### src/rtl/fmc_eeprom_pkg.sv
// Shared FMC EEPROM definitions: one-hot state encoding, widths and default
// timing parameters used by the write- and read-side sequencers.
package fmc_eeprom_pkg;

  localparam int unsigned S_IDLE     = 0;
  localparam int unsigned S_ISSUE    = 1;
  localparam int unsigned S_WAIT     = 2;
  localparam int unsigned S_EVAL     = 3;
  localparam int unsigned S_HOLD     = 4;
  localparam int unsigned S_RWAIT    = 5;
  localparam int unsigned S_FINISH   = 6;
  localparam int unsigned NUM_STATES = 7;

  typedef logic [NUM_STATES-1:0] state_t;

  localparam state_t ST_IDLE   = 7'b0000001;
  localparam state_t ST_ISSUE  = 7'b0000010;
  localparam state_t ST_WAIT   = 7'b0000100;
  localparam state_t ST_EVAL   = 7'b0001000;
  localparam state_t ST_HOLD   = 7'b0010000;
  localparam state_t ST_RWAIT  = 7'b0100000;
  localparam state_t ST_FINISH = 7'b1000000;

  // States during which the sequencer reports busy.
  localparam state_t BUSY_MASK = ST_ISSUE | ST_WAIT | ST_EVAL | ST_HOLD | ST_RWAIT;

  localparam int unsigned BUF_DEPTH = 16;
  localparam int unsigned IDX_W     = 4;
  localparam int unsigned DAT_W     = 8;
  localparam int unsigned ADR_W     = 8;
  localparam int unsigned DEV_W     = 7;
  localparam int unsigned CNT_W     = 5;
  localparam int unsigned RETRY_W   = 8;
  localparam int unsigned WDOG_W    = 23;
  localparam int unsigned DLY_W     = 20;

  localparam int unsigned DEF_MAX_RETRY   = 3;
  localparam int unsigned DEF_RETRY_DELAY = 625000;
  localparam int unsigned DEF_HOLDOFF     = 8;
  localparam int unsigned DEF_TIMEOUT     = 6250000;

endpackage

### src/rtl/eeprom_wr_buffer.sv
// 16x8 burst data buffer: synchronous write, asynchronous read.
// Contents are intentionally not reset.
module eeprom_wr_buffer
  import fmc_eeprom_pkg::*;
(
  input  logic             clk,
  input  logic             we_i,
  input  logic [IDX_W-1:0] wa_i,
  input  logic [DAT_W-1:0] wd_i,
  input  logic [IDX_W-1:0] ra_i,
  output logic [DAT_W-1:0] rd_o
);

  logic [DAT_W-1:0] mem_q [BUF_DEPTH];

  always_ff @(posedge clk) begin
    if (we_i) mem_q[wa_i] <= wd_i;
  end

  assign rd_o = mem_q[ra_i];

endmodule

### src/rtl/eeprom_write_sequencer.sv
// Burst write controller in front of the I2C byte writer: issues one byte at a
// time, retries NACKs after a delay, enforces re-arm holdoff and a watchdog.
module eeprom_write_sequencer
  import fmc_eeprom_pkg::*;
#(
  parameter int unsigned MAX_RETRY   = DEF_MAX_RETRY,
  parameter int unsigned RETRY_DELAY = DEF_RETRY_DELAY,
  parameter int unsigned HOLDOFF     = DEF_HOLDOFF,
  parameter int unsigned TIMEOUT     = DEF_TIMEOUT
) (
  input  logic               clk,
  input  logic               reset,
  input  logic               buf_wr,
  input  logic [IDX_W-1:0]   buf_idx,
  input  logic [DAT_W-1:0]   buf_dat,
  input  logic               go,
  input  logic               dev_ext,
  input  logic [DEV_W-1:0]   dev_adr,
  input  logic [ADR_W-1:0]   start_adr,
  input  logic [CNT_W-1:0]   count,
  output logic               busy,
  output logic               seq_done,
  output logic               seq_fail,
  output logic [CNT_W-1:0]   bytes_ok,
  output logic [RETRY_W-1:0] retries,
  output logic               i2c_dev_ext,
  output logic [DEV_W-1:0]   i2c_dev_adr,
  output logic [ADR_W-1:0]   i2c_reg_adr,
  output logic [DAT_W-1:0]   i2c_reg_dat,
  output logic               i2c_start_write,
  input  logic               i2c_wr_done,
  input  logic               i2c_error
);

  localparam int unsigned        RWAIT_CYC   = (RETRY_DELAY > HOLDOFF) ? RETRY_DELAY : HOLDOFF;
  localparam logic [DLY_W-1:0]   HOLD_LD     = DLY_W'((HOLDOFF > 0) ? HOLDOFF - 1 : 0);
  localparam logic [DLY_W-1:0]   RWAIT_LD    = DLY_W'((RWAIT_CYC > 0) ? RWAIT_CYC - 1 : 0);
  localparam logic [WDOG_W-1:0]  WDOG_LD     = WDOG_W'(TIMEOUT);
  localparam logic [RETRY_W-1:0] MAX_RETRY_V = RETRY_W'(MAX_RETRY);

  state_t               state_q, state_d;
  logic                 fin_fail_c;
  logic                 ext_q, ext_d;
  logic [DEV_W-1:0]     dev_q, dev_d;
  logic [ADR_W-1:0]     sadr_q, sadr_d;
  logic [CNT_W-1:0]     cnt_q, cnt_d;
  logic [CNT_W-1:0]     idx_q, idx_d;
  logic [CNT_W-1:0]     ok_q, ok_d;
  logic [RETRY_W-1:0]   retries_q, retries_d;
  logic [RETRY_W-1:0]   rcnt_q, rcnt_d;
  logic                 err_q, err_d;
  logic [WDOG_W-1:0]    wdog_q, wdog_d;
  logic [DLY_W-1:0]     dly_q, dly_d;
  logic [ADR_W-1:0]     radr_q, radr_d;
  logic [DAT_W-1:0]     rdat_q, rdat_d;
  logic                 start_q, start_d;
  logic                 busy_q, busy_d;
  logic                 done_q, done_d;
  logic                 fail_q, fail_d;
  logic [IDX_W-1:0]     rd_idx_c;
  logic [DAT_W-1:0]     buf_rd_c;

  // ISSUE is only entered from IDLE (byte 0) or HOLD/RWAIT (idx_q already final).
  assign rd_idx_c = state_q[S_IDLE] ? '0 : idx_q[IDX_W-1:0];

  eeprom_wr_buffer u_buf (
    .clk  (clk),
    .we_i (buf_wr & state_q[S_IDLE]),
    .wa_i (buf_idx),
    .wd_i (buf_dat),
    .ra_i (rd_idx_c),
    .rd_o (buf_rd_c)
  );

  always_ff @(posedge clk or posedge reset) begin
    if (reset) state_q <= ST_IDLE;
    else       state_q <= state_d;
  end

  always_comb begin
    state_d    = state_q;
    fin_fail_c = 1'b0;
    case (1'b1)
      state_q[S_IDLE]: begin
        if (go) begin
          if (count == '0) begin
            state_d = ST_FINISH;
          end else if (count > CNT_W'(BUF_DEPTH)) begin
            state_d    = ST_FINISH;
            fin_fail_c = 1'b1;
          end else begin
            state_d = ST_ISSUE;
          end
        end
      end
      state_q[S_ISSUE]: state_d = ST_WAIT;
      state_q[S_WAIT]: begin
        if (i2c_wr_done) begin
          state_d = ST_EVAL;
        end else if (wdog_q == '0) begin
          state_d    = ST_FINISH;
          fin_fail_c = 1'b1;
        end
      end
      state_q[S_EVAL]: begin
        if (!err_q) begin
          state_d = (idx_q + CNT_W'(1) == cnt_q) ? ST_FINISH : ST_HOLD;
        end else if (rcnt_q < MAX_RETRY_V) begin
          state_d = ST_RWAIT;
        end else begin
          state_d    = ST_FINISH;
          fin_fail_c = 1'b1;
        end
      end
      state_q[S_HOLD], state_q[S_RWAIT]: begin
        if (dly_q == '0) state_d = ST_ISSUE;
      end
      state_q[S_FINISH]: state_d = ST_IDLE;
      default: state_d = ST_IDLE;
    endcase
  end

  always_comb begin
    ext_d     = ext_q;
    dev_d     = dev_q;
    sadr_d    = sadr_q;
    cnt_d     = cnt_q;
    idx_d     = idx_q;
    ok_d      = ok_q;
    retries_d = retries_q;
    rcnt_d    = rcnt_q;
    err_d     = err_q;
    wdog_d    = wdog_q;
    dly_d     = dly_q;
    radr_d    = radr_q;
    rdat_d    = rdat_q;

    if (state_q[S_IDLE] && go) begin
      ext_d     = dev_ext;
      dev_d     = dev_adr;
      sadr_d    = start_adr;
      cnt_d     = count;
      idx_d     = '0;
      ok_d      = '0;
      retries_d = '0;
      rcnt_d    = '0;
    end
    if (state_q[S_ISSUE]) begin
      err_d  = 1'b0;
      wdog_d = WDOG_LD;
    end
    if (state_q[S_WAIT]) begin
      if (i2c_error) err_d = 1'b1;
      if (wdog_q != '0) wdog_d = wdog_q - WDOG_W'(1);
    end
    if (state_q[S_EVAL]) begin
      if (!err_q) begin
        ok_d   = ok_q + CNT_W'(1);
        idx_d  = idx_q + CNT_W'(1);
        rcnt_d = '0;
        dly_d  = HOLD_LD;
      end else if (rcnt_q < MAX_RETRY_V) begin
        rcnt_d = rcnt_q + RETRY_W'(1);
        if (retries_q != '1) retries_d = retries_q + RETRY_W'(1);
        dly_d  = RWAIT_LD;
      end
    end
    if ((state_q[S_HOLD] || state_q[S_RWAIT]) && dly_q != '0) begin
      dly_d = dly_q - DLY_W'(1);
    end
    // Byte-writer address/data only change when a new attempt is issued.
    if (state_d[S_ISSUE]) begin
      radr_d = state_q[S_IDLE] ? start_adr : sadr_q + ADR_W'(idx_q);
      rdat_d = buf_rd_c;
    end

    busy_d  = |(state_d & BUSY_MASK);
    start_d = state_d[S_ISSUE];
    done_d  = state_d[S_FINISH];
    fail_d  = fin_fail_c;
  end

  always_ff @(posedge clk or posedge reset) begin
    if (reset) begin
      ext_q     <= 1'b0;
      dev_q     <= '0;
      sadr_q    <= '0;
      cnt_q     <= '0;
      idx_q     <= '0;
      ok_q      <= '0;
      retries_q <= '0;
      rcnt_q    <= '0;
      err_q     <= 1'b0;
      wdog_q    <= '0;
      dly_q     <= '0;
      radr_q    <= '0;
      rdat_q    <= '0;
      start_q   <= 1'b0;
      busy_q    <= 1'b0;
      done_q    <= 1'b0;
      fail_q    <= 1'b0;
    end else begin
      ext_q     <= ext_d;
      dev_q     <= dev_d;
      sadr_q    <= sadr_d;
      cnt_q     <= cnt_d;
      idx_q     <= idx_d;
      ok_q      <= ok_d;
      retries_q <= retries_d;
      rcnt_q    <= rcnt_d;
      err_q     <= err_d;
      wdog_q    <= wdog_d;
      dly_q     <= dly_d;
      radr_q    <= radr_d;
      rdat_q    <= rdat_d;
      start_q   <= start_d;
      busy_q    <= busy_d;
      done_q    <= done_d;
      fail_q    <= fail_d;
    end
  end

  assign busy            = busy_q;
  assign seq_done        = done_q;
  assign seq_fail        = fail_q;
  assign bytes_ok        = ok_q;
  assign retries         = retries_q;
  assign i2c_dev_ext     = ext_q;
  assign i2c_dev_adr     = dev_q;
  assign i2c_reg_adr     = radr_q;
  assign i2c_reg_dat     = rdat_q;
  assign i2c_start_write = start_q;

endmodule

### config.mk
export PLATFORM = sky130hd
export DESIGN_NAME = eeprom_write_sequencer
export DESIGN_NICKNAME = d
export VERILOG_FILES = /design/src/rtl/fmc_eeprom_pkg.sv /design/src/rtl/eeprom_wr_buffer.sv /design/src/rtl/eeprom_write_sequencer.sv
export SDC_FILE = /design/constraint.sdc
export NUM_CORES = 1
export LEC_CHECK = 0
export ABC_AREA = 1
export BUFFER_PORTS_ARGS = -buffer_cell sky130_fd_sc_hd__buf_2
export CAP_MARGIN = 20
export CORE_ASPECT_RATIO = 1.1
export CORE_MARGIN = 2
export CORE_UTILIZATION = 55
export DETAILED_ROUTE_END_ITERATION = 8
export GPL_TIMING_DRIVEN = 0
export PLACE_DENSITY_LB_ADDON = 0.08
export SLEW_MARGIN = 10
export SYNTH_ARGS = -nofsm -noshare
export SYNTH_HDL_FRONTEND = slang
export SYNTH_HIERARCHICAL = 1
export SYNTH_SLANG_ARGS = --single-unit
### constraint.sdc
create_clock -name clk -period 4.7 [get_ports clk]
set_input_delay 0.235 -clock clk [delete_from_list [all_inputs] [get_ports clk]]
set_output_delay 0.235 -clock clk [all_outputs]
set_load 0.01 [all_outputs]
==> out/results.tsv <==
stage	metric	value	unit
outcome	outcome	finished clean	
cts	cts_root_buf	clkbuf_16	
cts	cts_resized	0	
global_route	antenna_found_initial	0	
place	postPlaceCellArea	12600	um2
floorplan	core_region_area	21200	um2
final_layout	final_core_util	64.4	%
final_layout	diodes	0	
sta	finalHoldViolCount	0	
pwr	comb_power_share	29.3	%
global_route	grt_max_degree	80	
place	port_buffers	79	
routing	top_layer	met4	
global_route	overflow	0	
sta	slew_headroom	36.3	%
sta	timing.fmax	0.418	GHz
place	dp_slack	2.32	ns
global_route	grt_first_pass_wirelength	45400	um
routing	ant_nets	0	
place	hpwlAfterDp	19900	um
pwr	p_clk_share	29.3	%
place	gp_congestion	0.922	
routing	drc	0	
yosys	yosysSeqAreaShare	57.1	%
yosys	syn-num-nets	1383	
place	placedCellCount	1701	
yosys	ys_ff_latch	244	
floorplan	rows	56	
global_route	grt_pass1_vias	8993	
routing	routed_wirelength	28300	um
sta	holdWs	0.0275	ns
sta	finalCritPeriodShare	50.9	%
sta	setup_viol	0	
final_layout	nets	1511	
setup_path	crit_type	flip-flop to flip-flop	
pwr	cellPowerDensity	507	nW/um2
sta	grt_setup_unrepaired	no	
setup_path	worstPathMaxFanout	10	
cts	clk_path_buf_depth	3	
cts	htreeDepth	1	
floorplan	pin_count	80	
sta	final.setup.tns	0	ns
yosys	avgSynthCellArea	8.88	um2
routing	dr.pass1.iters	6	
cts	clk_pin_slew	0.06	ns
setup_path	critical_path.endpoint_type	flip-flop	
final_layout	final_cells	1769	
sta	min_period	2.39	ns
routing	dr_wl_met2	14200	um
routing	drt-initial-drc-count	631	
floorplan	dieArea	22700	um2
setup_path	crit_required	4.85	ns
floorplan	fp.dieH	158	um
yosys	synth_warnings	6	
min_path	min_path_cells	3	
setup_path	worstPathArrival	2.54	ns
job	max_cap_violations	0	
sta	skew	0.00631	ns
yosys	synth_cell_types	49	
global_route	gr-usage-all-layers	25.5	%
final_layout	postLayoutCellArea	13700	um2
sta	worst_slack	2.31	ns
cts	insertion_delay	0.52	ns
yosys	synth_area	11800	um2
cts	tritoncts	done	
sta	slew_viol_final	0	
pwr	swShare	34.7	%
routing	vias	9247	
pwr	seqPwrFrac	41.4	%
setup_path	start_kind	flip-flop	
final_layout	drive_above_1_share	13.3	%
cts	clock_sinks	244	
floorplan	die_w	144	um
yosys	syn_inst	1331	
final_layout	area_growth	15.6	%
routing	wirelength_met1	12000	um
pwr	vdd_drop_max	0.000428	V
cts	cts_buffers	26	
pwr	design_power_total	6.92	mW
setup_path	r2r.worst_path.cells	5	
min_path	hp-class	primary input to flip-flop	
routing	wl_met3	1120	um
pwr	power.static_leakage	6.36	nW
sta	worst_pin_slew	0.951	ns
floorplan	start_util	55.7	%
pwr	p_int	4.52	mW
pwr	netSwitchingPower	2.40	mW
final_layout	nFillCells	1793	
routing	viasPerCell	5.23	
routing	wire_per_inst	16.0	um
[cell type report]
cell class / instances / area (um2) / share of cell area, %
plain buffers: 42 / 274 / 2.01
clock buffers: 38 / 757 / 5.54
clock inverters: 10 / 97.6 / 0.714
inverters: 192 / 726 / 5.31
multi-input cells: 853 / 4070 / 29.8
flip-flops and latches: 244 / 6750 / 49.4
well taps: 290 / 363 / 2.66
repair buffers: 100 / 623 / 4.56
[path summary, 6_finish.rpt]
kind,from,end,slack [ns]
setup reg to reg,state_q[0],u_buf/mem_q[4][3],2.31
min in group asynchronous,reset,state_q[5],0.26
setup / recovery,state_q[0],u_buf/mem_q[4][3],2.31
max in group asynchronous,reset,state_q[0],3.72
hold / removal,count[2],cnt_q[2],0.03
hold reg to reg,i2c_dev_adr[6],i2c_dev_adr[6],0.48
[registers in the layout, summed over array words and instances (netlist names), 6 cells and up]
name	count
wdog_q	23
retries	8
sadr_q	8
i2c_dev_adr	7
dly_q	20
u_buf/mem_q	128
state_q	6
i2c_reg_adr	8
i2c_reg_dat	8
rcnt_q	8
[power by group through the flow]
stage	Combinational (mW)	Sequential, mW	Clock, mW
2_1_floorplan	1.37	2.90	0
3_3_place_gp	1.98	2.89	0
3_5_place_dp	2.01	2.90	0
4_1_cts	2.04	2.86	2.07
5_1_grt	2.29	2.91	2.15
6_report	2.03	2.87	2.03
[worst max-delay path, cell delays in order (launching register included)]
cell,delay [ns]
dfstp_2,0.60
buf_2,0.31
nand2_1,0.08
inv_1,0.11
nand3b_1,0.15
nor2_1,0.75
[kinds of logic after synthesis]
| group | after synthesis | synth area share (%) |
|---|---|---|
| xor gates and xnor gates | 18 | 1.33 |
| DFF | 244 | 57.1 |
| buffers and inverters | 234 | 8.42 |
| adders and majority gates | 13 | 1.44 |
| AOI/OAI and AO/OA | 128 | 6.28 |
| and+or+nand+nor | 691 | 25.2 |
| muxes | 3 | 0.254 |
[placed cells by master (no fill, tap or decap), types with 5 or more instances in the layout]
cell type / count
a31oi_1: 8
a21oi_1: 29
nor2_2: 14
inv_2: 9
buf_4: 5
o22ai_1: 12
nor2_1: 107
inv_1: 181
buf_6: 10
dlygate4sd3_1: 20
edfxtp_1: 128
xor2_1: 11
o211ai_1: 7
clkinv_2: 6
nand4_1: 17
dfrtp_1: 115
o21ai_1: 21
o21ai_0: 34
buf_2: 97
nand2_1: 384
nand3_1: 143
clkbuf_1: 14
xnor2_1: 7
clkbuf_16: 27
nor3_1: 6
ha_1: 12
[synthesized netlist by cell type, drive strengths merged]
master     n  share of area, %
a2111oi    1             0.074
a211oi     3              0.19
a21oi     30               1.3
a22o       1             0.074
a22oi      2              0.13
a31o       1             0.074
a31oi      8              0.42
a32o       2              0.17
a32oi      1             0.074
buf       35               2.1
clkbuf     7              0.22
clkinv     1             0.032
dfrtp    115                24
dfstp      1              0.22
edfxtp   128                33
fa         1              0.17
ha        12               1.3
inv      191               6.1
mux2i      3              0.25
nand2    390                13
nand3    145               6.3
nand3b     5              0.42
nand4     18               1.0
nor2     122               4.2
nor3       9              0.51
o211ai     7              0.44
o21a       1             0.064
o21ai     55               2.3
o22ai     12              0.64
o31ai      4              0.30
or2        2              0.11
xnor2      7              0.52
xor2      11              0.82
[timing repair]
item	CTS	global route
hold endpoints to repair	58	0
buffers inserted	0	0
hold buffers	20	0
[metal layers]
metal  global-route usage (%)  vias up
met5                        0        -
met4                     10.2        0
met3                     3.15       62
met2                     45.8      237
met1                     31.4     4365
li1                         -     4583
(Power assumes the default switching activity.)
